### src/rtl/de_scoreboard_pkg.sv
// Shared constants and helpers for the decode-stage register-busy scoreboard.
package de_scoreboard_pkg;

  localparam int unsigned DEF_NREGS     = 32;
  localparam int unsigned DEF_REGNOBITS = 5;

  typedef logic [31:0] stat_cnt_t;
  localparam stat_cnt_t STAT_CNT_MAX = '1;

  // Width that holds cnt+inc and any writeback hit count without wrapping.
  function automatic int unsigned sum_width(int unsigned cntbits, int unsigned wbw);
    return ((cntbits > wbw) ? cntbits : wbw) + 1;
  endfunction

endpackage

### src/rtl/de_sb_cnt.sv
// One register's in-flight writer counter: +inc on issue, -wbhit on writeback,
// clamped at zero with an underflow pulse.
module de_sb_cnt
  import de_scoreboard_pkg::*;
#(
  parameter int unsigned CNTBITS = 2,
  parameter int unsigned WBW     = 1
) (
  input  logic               clk,
  input  logic               reset,
  input  logic               inc,
  input  logic [WBW-1:0]     wbhit,
  output logic [CNTBITS-1:0] cnt,
  output logic               busy,
  output logic               underflow
);

  localparam int unsigned SW = sum_width(CNTBITS, WBW);

  logic [SW-1:0] sum;
  logic [SW-1:0] wb_ext;
  logic [SW-1:0] cnt_next;

  always_comb begin
    sum       = SW'(cnt) + SW'(inc);
    wb_ext    = SW'(wbhit);
    underflow = (wb_ext > sum);
    cnt_next  = underflow ? '0 : (sum - wb_ext);
  end

  // NOTE: state registers use non-blocking assignments so every flop samples
  // pre-edge values; the async reset branch clears them without a clock.
  always_ff @(posedge clk or negedge reset) begin
    if (!reset) cnt <= '0;
    else        cnt <= cnt_next[CNTBITS-1:0];
  end

  assign busy = (cnt != '0);

endmodule

### src/rtl/de_scoreboard.sv
// Decode-stage scoreboard: per-register writer counters drive the DE stall
// and the DE latch load, with optional same-cycle writeback bypass.
module de_scoreboard
  import de_scoreboard_pkg::*;
#(
  parameter int unsigned NREGS     = DEF_NREGS,
  parameter int unsigned REGNOBITS = DEF_REGNOBITS,
  parameter int unsigned NSRC      = 2,
  parameter int unsigned NWB       = 1,
  parameter int unsigned CNTBITS   = 2,
  parameter bit          BYPASS_WB = 1'b1
) (
  input  logic                      clk,
  input  logic                      reset,
  input  logic                      issue_valid,
  input  logic                      kill,
  input  logic [NSRC-1:0]           src_valid,
  input  logic [NSRC*REGNOBITS-1:0] src_regno,
  input  logic                      dst_valid,
  input  logic [REGNOBITS-1:0]      dst_regno,
  input  logic [NWB-1:0]            wb_valid,
  input  logic [NWB*REGNOBITS-1:0]  wb_regno,
  output logic                      stall,
  output logic                      issue_fire,
  output logic [NREGS-1:0]          busy_vec,
  output stat_cnt_t                 stall_cycles,
  output logic                      err_underflow
);

  localparam int unsigned WBW = $clog2(NWB + 1);
  localparam int unsigned SW  = sum_width(CNTBITS, WBW);
  localparam logic [CNTBITS-1:0] CNT_MAX = '1;

  logic [CNTBITS-1:0] cnt   [NREGS];
  logic [WBW-1:0]     wbhit [NREGS];
  logic [NREGS-1:0]   busy_eff;
  logic [NREGS-1:1]   inc;
  logic [NREGS-1:1]   uf;
  logic               src_hazard;
  logic               sat_hazard;

  // Register 0 is hardwired idle; no counter is built for it.
  assign cnt[0]      = '0;
  assign busy_vec[0] = 1'b0;

  for (genvar r = 1; r < NREGS; r++) begin : g_cnt
    de_sb_cnt #(
      .CNTBITS (CNTBITS),
      .WBW     (WBW)
    ) u_cnt (
      .clk       (clk),
      .reset     (reset),
      .inc       (inc[r]),
      .wbhit     (wbhit[r]),
      .cnt       (cnt[r]),
      .busy      (busy_vec[r]),
      .underflow (uf[r])
    );
  end

  always_comb begin
    for (int r = 0; r < NREGS; r++) begin
      wbhit[r] = '0;
      for (int p = 0; p < NWB; p++) begin
        if (wb_valid[p] && (wb_regno[p*REGNOBITS +: REGNOBITS] == REGNOBITS'(r)))
          wbhit[r] = wbhit[r] + WBW'(1);
      end
    end
  end

  // A writeback that retires every in-flight writer hides the busy bit when bypassing.
  always_comb begin
    for (int r = 0; r < NREGS; r++) begin
      busy_eff[r] = (cnt[r] != '0);
      if (BYPASS_WB && (SW'(cnt[r]) <= SW'(wbhit[r])))
        busy_eff[r] = 1'b0;
    end
  end

  always_comb begin
    src_hazard = 1'b0;
    for (int i = 0; i < NSRC; i++) begin
      if (src_valid[i] && busy_eff[src_regno[i*REGNOBITS +: REGNOBITS]])
        src_hazard = 1'b1;
    end
  end

  assign sat_hazard = dst_valid && (dst_regno != '0) &&
                      (cnt[dst_regno] == CNT_MAX) && (wbhit[dst_regno] == '0);

  assign stall      = issue_valid && !kill && (src_hazard || sat_hazard);
  assign issue_fire = issue_valid && !kill && !stall;

  always_comb begin
    for (int r = 1; r < NREGS; r++)
      inc[r] = issue_fire && dst_valid && (dst_regno == REGNOBITS'(r));
  end

  always_ff @(posedge clk or negedge reset) begin
    if (!reset) begin
      stall_cycles  <= '0;
      err_underflow <= 1'b0;
    end else begin
      if (stall && (stall_cycles != STAT_CNT_MAX))
        stall_cycles <= stall_cycles + 32'd1;
      if (|uf)
        err_underflow <= 1'b1;
    end
  end

endmodule

### config.mk
export PLATFORM = sky130hd
export DESIGN_NAME = de_scoreboard
export DESIGN_NICKNAME = d
export VERILOG_FILES = /design/src/rtl/de_scoreboard_pkg.sv /design/src/rtl/de_sb_cnt.sv /design/src/rtl/de_scoreboard.sv
export SDC_FILE = /design/constraint.sdc
export NUM_CORES = 1
export LEC_CHECK = 0
export CAP_MARGIN = 30
export CORE_MARGIN = 5
export CORE_UTILIZATION = 29
export CTS_BUF_LIST = sky130_fd_sc_hd__clkbuf_8
export CTS_CLUSTER_DIAMETER = 120
export DETAILED_ROUTE_END_ITERATION = 8
export GPL_TIMING_DRIVEN = 0
export HOLD_SLACK_MARGIN = 0.06
export SYNTH_ARGS = -nofsm -noshare
export SYNTH_HDL_FRONTEND = slang
export SYNTH_SLANG_ARGS = --single-unit
### constraint.sdc
create_clock -name clk -period 4.75 [get_ports clk]
set_input_delay 0.95 -clock clk [delete_from_list [all_inputs] [get_ports clk]]
set_output_delay 0.95 -clock clk [all_outputs]
set_load 0.01 [all_outputs]
# Word level (Yosys, flattened, before mapping)
# Cells that the tools add are included.
# totals
regBits	95
mem_bits_rw	0
romBits	0
word_cells	443
inputBits	28
mem_count	0
latchBits	0
out_inout_bits	67
# op_classes
shift	0
n_lt_le_gt_ge	65
div	0
bitwise_logic	2
reduce_logical	110
eq_ne	64
n_mux	106
n_mul	0
add_sub_neg	63
# ops
operator	count
$eq 5x5->1 const B	32
$add 2x1->3	31
$gt 1x3->1	31
$eq 5x4->1 const B	16
$logic_and 1x1->1	73
$mux 1	69
$mux 2	33
$le 2x1->1	31
$reduce_bool 2->1	31
$sub 2x1->2	31
$eq 5x3->1 const B	8
$add 32x1->32 const B	1
$ne 32x32->1 const B	1
$reduce_or 31->1	1
$eq 5x2->1 const B	4
$bmux 1 s5	3
$lt 5x6->1 const B	2
$bmux 2 s5	1
$eq 5x1->1 const B	2
$ge 6x6->1 const B	1
$not 5->6	1
$logic_not 5->1	1
$reduce_bool 5->1	1
$eq 2x2->1 const B	1
3 further kinds	4

# Depth between registers and ports, before layout
# logic_depth
word_depth	19
ltp_mapped	22
mapped_depth_nobuf	17

# Modules after synthesis
# A second synthesis with hierarchy kept.
# hier_totals
cells_unflattened	1154
area_unflattened_um2	10482.6
# modules_own_cells
mod	instances	seq_area_each_um2	area_per_inst_um2	cells_each
de_sb_cnt at g_cnt[10].u_cnt ...	27	50.0	182.7	18
de_scoreboard	1	825.8	4799.6	588
de_sb_cnt at g_cnt[6].u_cnt ...	4	50.0	187.7	20

# Worst setup path before layout
# OpenSTA, ideal clock, no wires.
# synth_timing
kind	input -> register
start	input wb_regno[0]
end	register err_underflow
setup_time_ps	127
required_ps	4623
t_arrival_ps	4727
path_buffers	3
path_slack_ps	-104
path_stages	19
path_cell_list	buf_4 > and4b_4 > nand2_2 > a2111o_1 > nand4_1 > a32oi_1 > a2111oi_4 > o31ai_4 > or2_1 > buf_2 > buf_6 > nor3_1 > ha_1 > ha_1 > nor3b_1 > nor3b_1 > nor4_1 > nand4_1 > or2_2
# synth_between
elab_chain_len	19
word_cells_on_any_way	270
classes_between	add/sub: 31; order compare: 62; eq/ne: 31; mux: 72; bitwise: 1; reduce/logical: 73
# synth_rtl
element	line	rtl
from (decl)	de_scoreboard.sv:22	input logic [NWB*REGNOBITS-1:0] wb_regno,
$eq 5x1->1 (tied with other cells)	de_scoreboard.sv:65	if (wb_valid[p] && (wb_regno[p*REGNOBITS +: REGNOBITS] == REGNOBITS'(r)))
$logic_and 1x1->1	de_scoreboard.sv:65	
$mux 1	de_scoreboard.sv:65	
$le 2x1->1	de_scoreboard.sv:75	if (BYPASS_WB && (SW'(cnt[r]) <= SW'(wbhit[r])))
$mux 1	de_scoreboard.sv:75	
$bmux 1 s5	de_scoreboard.sv:83	if (src_valid[i] && busy_eff[src_regno[i*REGNOBITS +: REGNOBITS]])
$mux 1 (not written as such)	de_scoreboard.sv:83	
$logic_and 1x1->1	de_scoreboard.sv:83	
$mux 1 (2 in a row)	de_scoreboard.sv:83	
$logic_or 1x1->1	de_scoreboard.sv:91	assign stall = issue_valid && !kill && (src_hazard || sat_hazard);
$logic_and 1x1->1	de_scoreboard.sv:91	
$logic_not 1->1	de_scoreboard.sv:92	assign issue_fire = issue_valid && !kill && !stall;
$logic_and 1x1->1	de_scoreboard.sv:92	
$logic_and 1x1->1 (2 in a row)	de_scoreboard.sv:96	inc[r] = issue_fire && dst_valid && (dst_regno == REGNOBITS'(r));
$add 2x1->3	de_sb_cnt.sv:25	sum = SW'(cnt) + SW'(inc);
$gt 1x3->1	de_sb_cnt.sv:27	underflow = (wb_ext > sum);
$reduce_or 31->1 (*)	de_scoreboard.sv:106	if (|uf)
to (signal assigned)	de_scoreboard.sv:102	err_underflow <= 1'b0;
to (signal assigned)	de_scoreboard.sv:107	err_underflow <= 1'b1;
to (decl)	de_scoreboard.sv:27	output logic err_underflow
# Mark *: on every way between the ends. The rest lies on a longest branch, timed or not. The select of a mux whose other input is x is not followed.
# A chain may end at the register's enable or synchronous reset.

# Worst setup path after layout
# layout_timing
start	input wb_regno[1]
end	register err_underflow
# The elaborated chain is that of the path after synthesis.

==> impl_metrics.yaml <==
synthesis:
  ys_top_cells_by_area: "dfrtp_1 27%, ha_1 18%, xnor2_1 6.0%"
  yosysTopAreaCellShare_pct: 27.08
  yosys.area.top_type: "dfrtp_1"
  yosysWarnings: 0
  syn_area_sq_um: 8777
  synth_seq_cells: 95
  yosysUniqueCellTypes: 69
  synth-edff-count: 0
  async_reset_ff_share_pct: 100.0
  synth.most_common_cell: "ha_1"
  synth_ff_type: "dfrtp_1"
  synth_nets: 1195
  synth_commonest_cells: "125 x ha_1, 122 x nor2_1, 95 x dfrtp_1, 80 x inv_1, 68 x nand2_1"
  seq_area_frac_synth_pct: 27.08
  postSynthAreaPerCell_sq_um: 8.423
  syn_inst: 1042
setup_path:
  path_buf_inv: 5
  slowest_delay_ns: 0.55
  cp_cell_sequence: "buf_4, buf_6, or2_1, o31ai_4, nor2b_1, a2111oi_0, or4_1, a21oi_2, o31ai_4, or2_1, buf_6, buf_12, nor3_2, ha_2, inv_1, ha_1, nor2_2, a21oi_2, nor4_2, nand4_1, or2_4"
  startpoint_type: "primary input"
  path_depth: 21
  crit_type: "primary input to flip-flop"
  crit_arrival_ns: 5.31
  critical-path-top-delay-family: "simple AND/OR/NAND/NOR gates"
  required_ns: 5.04
  critPathSlowestCell: "or4_1"
  crit_fanout: 8
  r2r_cells: 19
  end_kind: "flip-flop"
sta:
  drv_slew: 0
  skew_ns: 0.01571
  setup_ws_ns: -0.2687
  fmax_mhz: 199.3
  hold_violations: 0
  finalCriticalPeriod_ns: 5.019
  tightestPinTransition_ns: 0.7227
  fin_crit_sh_pct: 105.7
  rsz0062_at_grt: "yes"
  slew_headroom_pct: 51.38
  hold_slack_ns: 0.5060
  setup_viol: 1
final_layout:
  drive_gt1_share_pct: 27.61
  utilization_pct: 40.43
  diodes: 0
  syn2layout_area_growth_pct: 37.26
  fin_nets: 1336
floorplan:
  ios: 95
  die_y_microns: 184.0
  coreArea_sq_um: 29800
  die_area_sq_um: 33850
  start_util_pct: 29.46
  die_w_microns: 184.0
  rows: 63
drt:
  drc: 0
  wire_per_inst_microns: 18.84
  wl_microns: 29740
  drt_pass1_iterations: 5
  drt_iter0_drc: 647
  ant_nets: 0
  vias_per_cell: 5.287
  vias: 8343
clock_tree:
  cts_tree: "done"
  clk_pin_slew_worst_paths_ns: 0.10
  cts_sinks: 95
  htree_levels: 3
  cts_buffers: 9
  hold_buffers: 0
  clk_path_buf_depth: 2
  clk_latency_ns: 0.40
  cts-root-buf: "clkbuf_8"
worst_hold_path:
  hp-class: "flip-flop to flip-flop"
  whs_path_depth: 1
placement:
  port_buffers: 89
  pre_cts_ws_ns: -2.107
  gp_congestion: 0.9834
  dp_hpwl_microns: 22130
grt:
  grt_pass1_vias: 8249
  grt-ovfl-total: 0
  grt_pass1_wl_microns: 45570
  grtUsageTotal_pct: 17.04
  antenna_found_initial: 0
  grt_max_degree: 52
power_and_ir_drop:
  peakVddDrop_mv: 0.2120
  powerDensity_nw_per_um2: 452.6
  leakage_nw: 5.322
flow_run:
  maxCapViolations: 0
run_status:
  outcome: "finished with violations"
  violations: "setup timing"
-- through the flow --
stage	std cells	setup TNS (ns)	cell area, sq um	total power, W
floorplan	1042	0	8894	0.003150
global placement	1521	-195.16	10270	0.004230
detailed placement	1522	-69.61	10300	0.004288
CTS	1564	-0.1876	11520	0.005225
global route	1578	-0.4527	12050	0.005851
finish	1578	-0.2687	12050	0.005452
-- what timing repair did --
item	in CTS	in global routing
buffers inserted	28	14
gates resized for setup	226	84
gates cloned	4	1
endpoints found under the setup margin	65	11
pin swaps	45	40
-- area by class of cell --
type	count	area, sq um
clock inverters	7	55.05
multi-input cells	792	6736
clock buffers	9	123.9
repair buffers	136	1386
flip-flops and latches	95	2377
plain buffers	69	580.6
fillers	2934	17750
well taps	390	488.0
inverters	80	300.3
-- cells in the final DEF, fill, tap and decap left out, drive strengths merged, types with 21 or more instances in the layout --
master	netlist	routed
a21oi	32	32
ha	125	125
nand2b	23	23
dfrtp	95	95
nand4	21	21
or2	27	27
clkbuf	23	26
clkdlybuf4s50	0	72
nor2	122	122
inv	80	83
nand3	52	52
nor3b	32	32
o21ai	27	27
buf	52	108
xnor2	60	60
nor3	40	40
nand2	69	69
-- path summary, 6_finish.rpt --
path                                            start                     end  slack (ns)
worst max-delay path                      wb_regno[1]           err_underflow       -0.27
worst min-delay path                 stall_cycles[16]        stall_cycles[16]        0.51
worst max register to register  g_cnt[4].u_cnt.cnt[1]           err_underflow        0.06
worst min register to register       stall_cycles[16]        stall_cycles[16]        0.51
max in group asynchronous                       reset  g_cnt[11].u_cnt.cnt[0]        3.49
min in group asynchronous                       reset        stall_cycles[27]        0.55
-- kinds of logic (layout without fill, tap and decap cells) --
group	count (synthesis)	in the layout	share of synthesized area [%]
xor+xnor	60	60	5.987
fa+ha+maj	125	125	17.82
flops	95	95	27.08
mux	8	8	1.782
compound gates	125	125	9.466
buf+inv	155	301	8.596
simple gates	473	473	29.22
other cells	1	1	0.04272
-- worst register-to-register path: stages (launching register included) --
cell,delay (ns)
dfrtp_1,0.49
nor3_4,0.31
a2111oi_4,0.13
o311ai_2,0.27
o31ai_2,0.13
and4_4,0.22
a2111oi_4,0.41
o31ai_4,0.19
or2_1,0.25
buf_6,0.15
buf_12,0.16
nor3_2,0.17
ha_2,0.22
inv_1,0.04
ha_1,0.32
nor2_2,0.14
a21oi_2,0.09
nor4_2,0.31
nand4_1,0.26
or2_4,0.31
-- power breakdown --
| part | leakage, nW | switching (W) | total [W] | internal [W] |
|---|---|---|---|---|
| Combinational | 3.94 | 0.00171 | 0.00355 | 0.00183 |
| Sequential | 1.29 | 0.000334 | 0.00136 | 0.00103 |
| Clock | 0.0919 | 0.000342 | 0.000539 | 0.000197 |
| Total | 5.32 | 0.00239 | 0.00545 | 0.00306 |
-- sequential cells by signal (all words and copies together), names as in the netlist --
| signal | cells |
|---|---|
| stall_cycles | 32 |
| err_underflow | 1 |
| g_cnt.u_cnt.cnt | 62 |
-- per-layer routing --
layer  part of all wire [%]  global-route usage, %  routed length, microns  vias to the layer above
li1                       -                      -                       -                     3892
met3                    8.3                  3.403                    2462                       62
met1                     42                  22.85                   12510                     4025
met2                     46                  27.51                   13790                      364
met4                    3.3                  5.738                     969                        0
met5                      0                      0                       0                        -
Power figures use the tool's default switching activity.
